<file path="config.mk">
export PLATFORM = sky130hd
export DESIGN_NAME = alu_arbiter
export DESIGN_NICKNAME = d
export VERILOG_FILES = /design/src/rtl/alu_arbiter.sv
export SDC_FILE = /design/constraint.sdc
export NUM_CORES = 1
export LEC_CHECK = 0
export BUFFER_PORTS_ARGS = -buffer_cell sky130_fd_sc_hd__clkbuf_2
export CAP_MARGIN = 40
export CORE_AREA = 8 8 123 125
export CTS_BUF_LIST = sky130_fd_sc_hd__clkbuf_8
export DETAILED_ROUTE_END_ITERATION = 7
export DIE_AREA = 0 0 131 133
export PLACE_DENSITY = 0.69
export SYNTH_ARGS = -nofsm -noshare
export SYNTH_HDL_FRONTEND = slang
export SYNTH_SLANG_ARGS = --single-unit
export TNS_END_PERCENT = 50
</file>
<file path="constraint.sdc">
create_clock -name clk -period 1.9 [get_ports clk]
set_clock_uncertainty 0.2 [all_clocks]
set_input_delay 0.38 -clock clk [delete_from_list [all_inputs] [get_ports clk]]
set_output_delay 0.38 -clock clk [all_outputs]
set_load 0.005 [all_outputs]
</file>
<file path="src/rtl/alu_arbiter.sv">
// Two-requester front end for a shared combinational ALU: arbitrates, latches the winning
// operation, executes for one cycle and holds the registered result until it is consumed.
module alu_arbiter #(
  parameter bit FIXED_PRIO = 1'b0,
  parameter int DATA_W     = 32
) (
  input  logic              clk,
  input  logic              rst_n,
  input  logic [1:0]        req_valid,
  output logic [1:0]        req_ready,
  input  logic [3:0]        req0_op,
  input  logic [DATA_W-1:0] req0_a,
  input  logic [DATA_W-1:0] req0_b,
  input  logic [3:0]        req1_op,
  input  logic [DATA_W-1:0] req1_a,
  input  logic [DATA_W-1:0] req1_b,
  output logic [DATA_W-1:0] alu_A,
  output logic [DATA_W-1:0] alu_B,
  output logic [3:0]        alu_op,
  input  logic [DATA_W-1:0] alu_out,
  output logic              resp_valid,
  input  logic              resp_ready,
  output logic [DATA_W-1:0] resp_data,
  output logic              resp_id,
  output logic              busy
);

  typedef enum logic [1:0] {IDLE, EXEC, RESP} state_t;

  state_t state, state_nxt;
  logic   last_q;
  logic   id_p0;
  logic   win;
  logic   grant;

  // Winner index; with one requester valid it wins regardless of the pointer.
  always_comb begin
    win = 1'b0;
    if (FIXED_PRIO)
      win = ~req_valid[0];
    else if (&req_valid)
      win = ~last_q;
    else
      win = req_valid[1];
  end

  always_comb begin
    state_nxt = state;
    req_ready = 2'b00;
    grant     = 1'b0;
    case (state)
      IDLE: begin
        if (|req_valid) begin
          req_ready = win ? 2'b10 : 2'b01;
          grant     = 1'b1;
          state_nxt = EXEC;
        end
      end
      EXEC:    state_nxt = RESP;
      RESP:    if (resp_ready) state_nxt = IDLE;
      default: state_nxt = IDLE;
    endcase
  end

  always_ff @(posedge clk or negedge rst_n) begin
    if (!rst_n) begin
      state     <= IDLE;
      last_q    <= 1'b1;
      id_p0     <= 1'b0;
      alu_A     <= '0;
      alu_B     <= '0;
      alu_op    <= '0;
      resp_data <= '0;
      resp_id   <= 1'b0;
    end else begin
      state <= state_nxt;
      // Stage p0: latch the granted request; the ALU only ever sees these registers.
      if (grant) begin
        last_q <= win;
        id_p0  <= win;
        alu_A  <= win ? req1_a  : req0_a;
        alu_B  <= win ? req1_b  : req0_b;
        alu_op <= win ? req1_op : req0_op;
      end
      // Stage p1: capture the ALU result at the close of EXEC.
      if (state == EXEC) begin
        resp_data <= alu_out;
        resp_id   <= id_p0;
      end
    end
  end

  assign resp_valid = (state == RESP);
  assign busy       = (state != IDLE);

endmodule

</file>
==> impl_metrics.prom <==
# TYPE chip_impl_metric gauge
chip_impl_info{name="status",value="finished clean"} 1
chip_impl_metric{name="detailroute.via_count",unit=""} 4094
chip_impl_metric{name="met2_wirelength",unit="um"} 7640
chip_impl_metric{name="timing.max_cap.violations",unit=""} 0
chip_impl_metric{name="asyncSetResetFlopFracSynth",unit="%"} 100
chip_impl_metric{name="yosys_register_bits",unit=""} 105
chip_impl_metric{name="die_y",unit="um"} 133
chip_impl_metric{name="syn-mean-instance-area",unit="um2"} 12.7
chip_impl_metric{name="detail_route.first_pass.iterations",unit=""} 4
chip_impl_metric{name="yosysSeqAreaShare",unit="%"} 58.7
chip_impl_info{name="yosysTopAreaCell",value="dfrtp_1"} 1
chip_impl_metric{name="synth_edf_count",unit=""} 0
chip_impl_metric{name="post_synth_num_cell_types",unit=""} 24
chip_impl_metric{name="layout-drive-gt1-share",unit="%"} 55.8
chip_impl_metric{name="finalHoldViolations",unit=""} 0
chip_impl_metric{name="overflow",unit=""} 0
chip_impl_metric{name="detail_route.wirelength.met1",unit="um"} 6120
chip_impl_metric{name="area_delta_synth_final",unit="%"} 41.6
chip_impl_metric{name="hold_depth",unit=""} 3
chip_impl_metric{name="postLayoutCellArea",unit="mm2"} 0.00634
chip_impl_metric{name="global_route_usage_over_all_layers",unit="%"} 17.1
chip_impl_metric{name="p_int",unit="mW"} 6.49
chip_impl_metric{name="std_cell_rows",unit=""} 42
chip_impl_info{name="postSynth.topFlopCell",value="dfrtp_1"} 1
chip_impl_metric{name="vdd_drop_max",unit="mV"} 1.08
chip_impl_metric{name="cts-buffers-inserted",unit=""} 9
chip_impl_metric{name="insertedDiodeCount",unit=""} 0
chip_impl_metric{name="switching_share",unit="%"} 35.4
chip_impl_metric{name="critical_path_arrival",unit="ns"} 1.32
chip_impl_info{name="crit_end",value="req_ready[0]"} 1
chip_impl_metric{name="cts.sinks",unit=""} 105
chip_impl_info{name="post_synth_most_frequent_cells",value="dfrtp_1, and3_1, a221o_1"} 1
chip_impl_metric{name="power_frac_clock",unit="%"} 15.0
chip_impl_metric{name="worst_slew_pin_slew",unit="ns"} 0.381
chip_impl_metric{name="setup_viol",unit=""} 0
chip_impl_metric{name="drcViolationCount",unit=""} 0
chip_impl_metric{name="cts.htree.levels",unit=""} 3
chip_impl_metric{name="die_width",unit="um"} 131
chip_impl_metric{name="area_of_the_core",unit="mm2"} 0.0131
chip_impl_metric{name="worstRegToRegCells",unit=""} 6
chip_impl_metric{name="fill_cells",unit=""} 1223
chip_impl_metric{name="avgRoutedWirePerCell",unit="um"} 19.0
chip_impl_metric{name="buffer_ports.inserted",unit=""} 277
chip_impl_metric{name="yosys_warnings",unit=""} 0
chip_impl_metric{name="place.detailed.instances",unit=""} 786
chip_impl_metric{name="number_of_violations_reported_at_the_end_of_detailed_routing_iteration_0",unit=""} 187
chip_impl_metric{name="crit_path_required_time",unit="ns"} 1.32
chip_impl_metric{name="die_area",unit="mm2"} 0.0174
chip_impl_info{name="timing.critical_path.from",value="last_q"} 1
chip_impl_metric{name="gp_congestion",unit=""} 0.893
chip_impl_info{name="root_buffer",value="clkbuf_8"} 1
chip_impl_metric{name="totalWireLength",unit="um"} 15400
chip_impl_metric{name="power.share.combinational",unit="%"} 44.8
chip_impl_metric{name="yosysTopAreaCellShare",unit="%"} 58.1
chip_impl_metric{name="clk_transition_reported_paths",unit="ns"} 0.10
chip_impl_metric{name="design.portCount",unit=""} 278
chip_impl_info{name="rsz0062_at_grt",value="yes"} 1
chip_impl_metric{name="grt_first_pass_wirelength",unit="um"} 23300
chip_impl_info{name="cts_tree",value="done"} 1
chip_impl_metric{name="netlist_instances",unit=""} 352
chip_impl_metric{name="initial_core_util",unit="%"} 34.3
chip_impl_metric{name="number_of_global_route_vias_before_repair",unit=""} 4467
chip_impl_metric{name="routed_via_density",unit=""} 5.05
chip_impl_metric{name="power_density",unit="mW/mm2"} 1580
chip_impl_info{name="top_layer",value="met4"} 1
chip_impl_metric{name="clock_tree.buffer_depth",unit=""} 2
chip_impl_info{name="rr_startpoint",value="last_q"} 1
chip_impl_metric{name="regToRegSetupSlack",unit="ns"} 0.07
chip_impl_metric{name="fin_total_pwr",unit="mW"} 10.0
chip_impl_metric{name="clk_latency",unit="ns"} 0.37
chip_impl_info{name="worstSetupPathType",value="reg2out"} 1
chip_impl_metric{name="seqPwrFrac",unit="%"} 40.2
chip_impl_metric{name="layout_min_cycle_time",unit="ns"} 1.90
chip_impl_metric{name="route.antenna.remaining_nets",unit=""} 0
chip_impl_metric{name="grt_start_max_net_pins",unit=""} 48
chip_impl_metric{name="antenna_found_initial",unit=""} 0
chip_impl_metric{name="final.period_utilization",unit="%"} 99.9
chip_impl_info{name="critPathCaptureType",value="primary output"} 1
chip_impl_metric{name="critPathMaxFanout",unit=""} 2
chip_impl_metric{name="static-leakage-power",unit="nW"} 3.47
chip_impl_metric{name="fin_nets",unit=""} 803
chip_impl_metric{name="dpl_cell_area",unit="mm2"} 0.00603
chip_impl_metric{name="setup-tns-final",unit="ns"} 0
chip_impl_info{name="yosys.cell_count.top_type",value="dfrtp_1"} 1
chip_impl_metric{name="report.final.slew_viol_count",unit=""} 0
chip_impl_metric{name="max_freq",unit="MHz"} 527
chip_impl_metric{name="slew_headroom",unit="%"} 74.6
chip_impl_metric{name="dr_wl_met3",unit="um"} 1390
chip_impl_metric{name="hpwlAfterDp",unit="um"} 11900
chip_impl_metric{name="stdcell_count",unit=""} 810
chip_impl_metric{name="net-switching-power",unit="mW"} 3.55
chip_impl_metric{name="synthesis.area",unit="mm2"} 0.00448
chip_impl_info{name="crit_path_start_kind",value="flip-flop"} 1
chip_impl_info{name="worstHoldPathType",value="in2reg"} 1
chip_impl_info{name="timing.rr.end",value="alu_A[6]"} 1
chip_impl_info{name="yosys-top-cells-area",value="dfrtp_1, a221o_1, mux2_2"} 1
chip_impl_metric{name="synth_fp_nets",unit=""} 525
[how the worst min path moves through the flow]
stage / from / endpoint / slack (ns)
6_report: req1_a[17] / alu_A[17] / 0.03
5_1_grt: alu_out[28] / resp_data[28] / 0.01
3_5_place_dp: rst_n / alu_B[6] / 0.11
2_1_floorplan: rst_n / alu_A[0] / -0.12
3_3_place_gp: rst_n / alu_B[5] / 0.10
4_1_cts: req1_a[17] / alu_A[17] / 0.008
[stage by stage]
step	worst slack, ns	util (%)	hold WS [ns]
after global routing	-0.0704	48.5	0.0105
after floorplan	0.264	-	-0.116
after detailed placement	0.0945	46.1	0.105
final	0.000960	48.5	0.0328
after CTS	-0.0545	48.1	0.00832
after global placement	0.151	46.1	0.103
[worst max-delay path, cell delays in order (launching register included)]
cell,delay (ns)
dfstp_2,0.55
nand2b_1,0.12
and3_4,0.20
buf_6,0.09
[what timing repair did]
item,CTS,global route
buffers inserted,4,3
hold buffers,2,0
endpoints found under the setup margin,2,36
resized for setup,2,8
hold endpoints to repair,22,0
pin swaps,3,3
[cells in the final DEF (no fill, tap or decap)]
master and instances:
and3_1 54, dlygate4sd3_1 2, buf_6 2, and3_4 1
nand2_1 28, buf_8 1, a21bo_4 1, dfstp_2 1
or2_1 1, a21oi_1 14, nand2b_1 3, buf_12 4
inv_1 3, buf_2 1, nand2_2 1, a21o_1 2
clkbuf_2 274, nor2_4 2, a21boi_4 1, mux2_2 33
inv_2 2, dfrtp_1 104, buf_4 17, bufinv_16 2
clkinv_2 1, a31oi_1 14, a221o_1 54, o21ai_0 1
clkbuf_8 10
[layout make-up]
class | count | area (um2) | share of cell area, %
Clock buffer | 10 | 138 | 2.17
Clock inverter | 5 | 72.6 | 1.14
Inverter | 3 | 11.3 | 0.177
Multi-Input combinational cell | 210 | 1630 | 25.7
Sequential cell | 105 | 2630 | 41.4
Tap cell | 176 | 220 | 3.47
Timing Repair Buffer | 301 | 1640 | 25.9
[state kept, by name (all words and copies together) (netlist names)]
register / count
resp_id: 1
resp_data: 32
alu_B: 32
state: 2
alu_op: 4
alu_A: 32
last_q: 1
id_p0: 1
[power by group through the flow]
stage / sequential [mW] / combinational, mW / clock [mW]
floorplan: 4.05 / 2.40 / 0
global placement: 4.03 / 4.30 / 0
detailed placement: 4.08 / 4.44 / 0
CTS: 4.04 / 4.52 / 1.56
global route: 4.17 / 4.91 / 1.63
finish: 4.04 / 4.50 / 1.51
[logic make-up (layout without fill, tap and decap cells)]
family	count (synthesis)	count (layout)	share of synthesized area, %
simple gates	90	90	10.9
flops	105	105	58.7
compound gates	87	87	16.5
mux	33	33	8.29
buf+inv	37	319	5.61
[routing by layer]
layer  up-vias  track usage [%]
met4         0             6.25
met1      1983             19.9
met2       208             29.4
met5         -                0
met3        18             4.06
li1       1885                -
Power figures use the tool's default switching activity.
